File: config.mk
export PLATFORM = sky130hd
export DESIGN_NAME = hazard_scoreboard_unit
export DESIGN_NICKNAME = d
export VERILOG_FILES = /design/src/rtl/hazard_scoreboard_unit.sv
export SDC_FILE = /design/constraint.sdc
export NUM_CORES = 1
export LEC_CHECK = 0
export CAP_MARGIN = 20
export CORE_ASPECT_RATIO = 1.5
export CORE_MARGIN = 1
export CORE_UTILIZATION = 29
export DETAILED_ROUTE_END_ITERATION = 12
export HOLD_SLACK_MARGIN = 0.15
export SLEW_MARGIN = 40
export SYNTH_ARGS = -nofsm -noshare
export SYNTH_HDL_FRONTEND = slang
export SYNTH_SLANG_ARGS = --single-unit
File: constraint.sdc
create_clock -name clk -period 6.8 [get_ports clk]
set_input_delay 0.68 -clock clk [delete_from_list [all_inputs] [get_ports clk]]
set_output_delay 0.68 -clock clk [all_outputs]
set_load 0.05 [all_outputs]
File: src/rtl/hazard_scoreboard_unit.sv
// Pipeline hazard unit: operand forwarding, load-use stall, branch flush,
// per-register countdown scoreboard for multi-cycle ops, a structural stall
// for the single non-pipelined multi-cycle unit and a saturating stall counter.
module hazard_scoreboard_unit #(
    parameter int REG_AW = 5,
    parameter int LAT_W  = 4,
    parameter int CNT_W  = 32
) (
    input  logic              clk,
    input  logic              rst,
    input  logic              RegWriteM,
    input  logic              RegWriteW,
    input  logic              MemReadM,
    input  logic [REG_AW-1:0] Rd_M,
    input  logic [REG_AW-1:0] Rd_W,
    input  logic [REG_AW-1:0] Rs1_E,
    input  logic [REG_AW-1:0] Rs2_E,
    input  logic [REG_AW-1:0] Rs1_D,
    input  logic [REG_AW-1:0] Rs2_D,
    input  logic [REG_AW-1:0] Rd_D,
    input  logic              IssueE,
    input  logic [REG_AW-1:0] IssueRdE,
    input  logic [LAT_W-1:0]  IssueLatE,
    input  logic              PCSrcE,
    output logic [1:0]        ForwardAE,
    output logic [1:0]        ForwardBE,
    output logic              StallF,
    output logic              StallD,
    output logic              StallE,
    output logic              FlushD,
    output logic              FlushE,
    output logic              BubbleM,
    output logic              McBusy,
    output logic [CNT_W-1:0]  StallCount
);

    localparam int NUM_REGS = 2 ** REG_AW;

    // Forwarding select encoding for the EX operand muxes.
    localparam logic [1:0] FWD_REG = 2'b00;
    localparam logic [1:0] FWD_WB  = 2'b01;
    localparam logic [1:0] FWD_MEM = 2'b10;

    logic [LAT_W-1:0]    busyCnt [NUM_REGS];
    logic [NUM_REGS-1:0] busyVec;
    logic [LAT_W-1:0]    unitCnt;
    logic [CNT_W-1:0]    stallCountQ;

    logic                unitBusy;
    logic                issueAccept;
    logic                loadUse;
    logic                pipelineFlush;
    logic                sbHazard;
    logic                stHazard;
    logic                stallFInt;

    // Counter increment that sticks at all-ones instead of wrapping.
    function automatic logic [CNT_W-1:0] satInc(input logic [CNT_W-1:0] v);
        return (&v) ? v : v + CNT_W'(1);
    endfunction

    // One-step countdown that rests at zero.
    function automatic logic [LAT_W-1:0] countDown(input logic [LAT_W-1:0] v);
        return (v == '0) ? v : v - LAT_W'(1);
    endfunction

    // Pick the newest in-flight producer of a source register (MEM beats WB).
    function automatic logic [1:0] fwdSel(
        input logic [REG_AW-1:0] rs,
        input logic              wrM,
        input logic [REG_AW-1:0] rdM,
        input logic              wrW,
        input logic [REG_AW-1:0] rdW
    );
        if (wrM && (rdM != '0) && (rdM == rs)) begin
            return FWD_MEM;
        end
        if (wrW && (rdW != '0) && (rdW == rs)) begin
            return FWD_WB;
        end
        return FWD_REG;
    endfunction

    // An ID operand is pending if its register is still counting down, or is
    // the target of a multi-cycle op being issued right now (same-cycle bypass).
    function automatic logic srcPending(
        input logic [REG_AW-1:0]   r,
        input logic [NUM_REGS-1:0] busy,
        input logic                issue,
        input logic [REG_AW-1:0]   issueRd
    );
        return (r != '0) && (busy[r] || (issue && (r == issueRd)));
    endfunction

    assign unitBusy    = (unitCnt != '0);
    assign issueAccept = IssueE && !unitBusy;

    // Flatten the scoreboard counters into a busy bit per register; r0 never busy.
    always_comb begin
        busyVec = '0;
        for (int r = 1; r < NUM_REGS; r++) begin
            busyVec[r] = (busyCnt[r] != '0);
        end
    end

    // Per-register countdown: an accepted issue reloads its entry, others tick down.
    always_ff @(posedge clk) begin
        if (!rst) begin
            for (int r = 0; r < NUM_REGS; r++) begin
                busyCnt[r] <= '0;
            end
        end else begin
            busyCnt[0] <= '0;
            for (int r = 1; r < NUM_REGS; r++) begin
                if (issueAccept && (IssueRdE == REG_AW'(r))) begin
                    busyCnt[r] <= IssueLatE;
                end else begin
                    busyCnt[r] <= countDown(busyCnt[r]);
                end
            end
        end
    end

    // Occupancy of the non-pipelined multi-cycle unit; issues while busy are dropped.
    always_ff @(posedge clk) begin
        if (!rst) begin
            unitCnt <= '0;
        end else if (issueAccept) begin
            unitCnt <= IssueLatE;
        end else begin
            unitCnt <= countDown(unitCnt);
        end
    end

    // Hazard detection and stall/flush priority: load-use, then flush, then SB/ST.
    always_comb begin
        loadUse       = MemReadM && (Rd_M != '0) &&
                        ((Rd_M == Rs1_E) || (Rd_M == Rs2_E));
        pipelineFlush = PCSrcE && !loadUse;
        sbHazard      = srcPending(Rs1_D, busyVec, IssueE, IssueRdE) ||
                        srcPending(Rs2_D, busyVec, IssueE, IssueRdE) ||
                        srcPending(Rd_D,  busyVec, IssueE, IssueRdE);
        stHazard      = unitBusy && IssueE;

        ForwardAE  = FWD_REG;
        ForwardBE  = FWD_REG;
        StallF     = 1'b0;
        StallD     = 1'b0;
        StallE     = 1'b0;
        FlushD     = 1'b0;
        FlushE     = 1'b0;
        BubbleM    = 1'b0;
        McBusy     = 1'b0;
        StallCount = '0;

        if (rst) begin
            ForwardAE  = fwdSel(Rs1_E, RegWriteM, Rd_M, RegWriteW, Rd_W);
            ForwardBE  = fwdSel(Rs2_E, RegWriteM, Rd_M, RegWriteW, Rd_W);
            McBusy     = unitBusy;
            StallCount = stallCountQ;
            if (loadUse) begin
                StallF  = 1'b1;
                StallD  = 1'b1;
                StallE  = 1'b1;
                BubbleM = 1'b1;
            end else if (pipelineFlush) begin
                FlushD = 1'b1;
                FlushE = 1'b1;
            end else if (sbHazard || stHazard) begin
                StallF = 1'b1;
                StallD = 1'b1;
                FlushE = 1'b1;
            end
        end
        stallFInt = StallF;
    end

    // Stall performance counter: one count per cycle with StallF high, saturating.
    always_ff @(posedge clk) begin
        if (!rst) begin
            stallCountQ <= '0;
        end else if (stallFInt) begin
            stallCountQ <= satInc(stallCountQ);
        end
    end

endmodule

==> impl_metrics.yaml <==
die:
  io_pins: 94
  start_util: 0.295
  die_height_um: 239
  die_w_um: 160
  core_um2: 36800
  dieArea_um2: 38200
  rows: 86
synthesis:
  yosys_warnings: 0
  synthCells: 1165
  synth_area_leader_cell: "edfxtp_1"
  async_reset_ff_frac: 0
  synthFlopType: "edfxtp_1"
  avgSynthCellArea_um2: 9.32
  yosysMostFrequentCell: "nor2_1"
  synth_common_cells: "nor2_1 (171), edfxtp_1 (124), a211oi_1 (121), inv_1 (78), xnor2_1 (74)"
  syn-cell-area_um2: 10900
  synth-edff-count: 124
  yosysTopAreaCellShare: 0.343
  synth_nets: 1249
  synth.distinct_cells: 72
  synth_area_leaders: "edfxtp_1 (34%), a211oi_1 (8.4%), dfxtp_1 (6.6%), xnor2_1 (6.0%), nor2_1 (5.9%)"
  synth-seq-cells: 160
  ys_seq_area_frac: 0.409
global_route:
  grt_max_degree: 75
  grt_pass1_vias: 8820
  grt_pass1_wl_um: 47700
  grt_util_all_layers: 0.159
  grt_overflow: 0
  antenna_found_initial: 2
finish:
  num_antenna_cells: 0
  drive_above_1_share: 0.0624
  fin_area_um2: 12700
  syn2layout_area_growth_pct: 17.2
  multi_input_area_um2: 5800
  seq_area_um2: 4440
  final_core_util: 0.346
  nFillCells: 3821
  final_nets: 1305
power:
  static-leakage-power_nw: 4.59
  power-per-cell-area_nw_per_um2: 346
  ir_drop_v: 0.000201
clock_tree:
  postCtsSetupRepairBufs: 0
  cts-hold-fix-buffers: 0
  htreeDepth: 4
  root_buffer: "clkbuf_16"
  cts_tree: "built"
  path_clk_slew_ns: 0.07
  clock-sinks: 160
  clockBufferDepth: 2
  clock_latency_ns: 0.45
  cts.repair.resized: 0
  cts_made_buffers: 17
placement:
  place_area_um2: 12200
  io_buffers: 93
  gp_congestion: 0.884
  hpwlAfterDp_um: 21200
  dp_slack_ns: 1.84
setup_path:
  ff2ff_path_depth: 11
  worstPathMaxFanout: 4
  crit_family: "simple AND/OR/NAND/NOR gates"
  slowest_delay_ns: 0.79
  crit_chain: "inv_1 > ha_1 > nor3b_1 > mux4_2 > o211ai_1 > a211o_1 > a22oi_1 > nand4b_2 > and2b_1 > clkdlybuf4s50_1"
  path_depth: 10
  cp.arrival_ns: 4.29
  path_class: "reg -> out"
  path_buf_inv: 2
  required_ns: 6.12
  cp-start-kind: "register"
  critPathCaptureType: "primary output"
  critPathSlowestCell: "nor3b_1"
drt:
  first_pass_iters: 5
  drc: 0
  wl_per_cell_um: 17.5
  drt_iter0_markers: 574
  vias: 8990
  via_per_inst: 5.23
  antenna_left: 0
  drt_wl_total_um: 30000
timing:
  setup_ws_ns: 1.83
  setup_violations: 0
  timing.fmax_ghz: 0.201
  fin_tns_setup_ns: 0
  timing.final.hold_violations: 0
  rsz0062_at_grt: "no"
  finalCritPeriodShare: 0.731
  relSlewSlack: 0.355
  drv_slew: 0
  tightest_slew_ns: 0.965
  period_needed_ns: 4.97
  fin_skew_ns: 0.0134
  holdWs_ns: 0.492
worst_hold_path:
  hold_class: "reg -> reg"
  min_path_cells: 1
run_status:
  outcome: "complete, no violations"
job:
  drv_cap: 0
==> power breakdown <==
part,internal [W],total (W),switching (W)
registers,0.00154,0.00180,0.000260
logic,0.000804,0.00169,0.000889
clock network,0.000488,0.000914,0.000426
==> stage by stage <==
| step | std cells | power (W) |
|---|---|---|
| final | 1718 | 0.00441 |
| after global routing | 1718 | 0.00468 |
| after CTS | 1717 | 0.00443 |
| after detailed placement | 1685 | 0.00349 |
| after global placement | 1685 | 0.00345 |
| after floorplan | 1165 | 0.00302 |
==> placed cells by master, fill, tap and decap left out, types with 3 or more instances in the layout <==
cell,instances
a211oi_1,121
a21oi_1,16
a311oi_1,3
a31oi_1,5
and2_1,27
and3_1,7
and4_1,4
buf_4,12
clkbuf_16,17
clkdlybuf4s50_1,91
dfxtp_1,36
edfxtp_1,124
ha_1,33
inv_1,78
inv_4,5
inv_6,4
mux2_1,22
mux2_2,6
mux2i_1,15
mux4_2,10
nand2_1,57
nand2b_1,5
nand3_1,61
nand4_1,10
nor2_1,171
nor2b_1,12
nor3_1,56
nor3b_1,33
nor3b_2,3
nor4_1,13
nor4b_1,5
o211ai_1,5
o21ai_0,9
o31ai_1,5
or3_1,6
xnor2_1,74
xor2_1,22
==> sequential cells by signal (all words and copies together), names as in the netlist <==
signal	flops
busyCnt	124
stallCountQ	32
unitCnt	4
==> kinds of logic after synthesis <==
kind of cell | share of synthesized area
AO/OA/AOI/OAI | 0.127
multiplexers | 0.0650
flip-flops | 0.409
adder cells (fa/ha/maj) | 0.0380
buffers and inverters | 0.0578
XOR/XNOR | 0.0775
AND/OR/NAND/NOR | 0.225
==> per-layer routing <==
metal | global-route usage | vias to the layer above | share of wire
li1 | - | 4366 | -
met1 | 0.182 | 4302 | 0.41
met2 | 0.284 | 261 | 0.50
met3 | 0.0349 | 57 | 0.055
met4 | 0.0635 | 4 | 0.028
met5 | 0 | - | 0.00080
==> area by class of cell <==
type,instances,area share
Sequential cell,160,0.349
Clock inverter,13,0.00796
Multi-Input combinational cell,857,0.456
Tap cell,484,0.0476
Clock buffer,19,0.0351
Timing Repair Buffer,106,0.0810
Inverter,79,0.0235
==> path summary, 6_finish.rpt <==
path                                   to  slack, ns                          from
max                                StallF       1.83  busyCnt[0][40]$_SDFFCE_PN0P_
min           stallCountQ[8]$_SDFFE_PN0P_       0.49   stallCountQ[8]$_SDFFE_PN0P_
max reg2reg  stallCountQ[29]$_SDFFE_PN0P_       3.02  busyCnt[0][40]$_SDFFCE_PN0P_
min reg2reg   stallCountQ[8]$_SDFFE_PN0P_       0.49   stallCountQ[8]$_SDFFE_PN0P_
(Power assumes the default switching activity.)
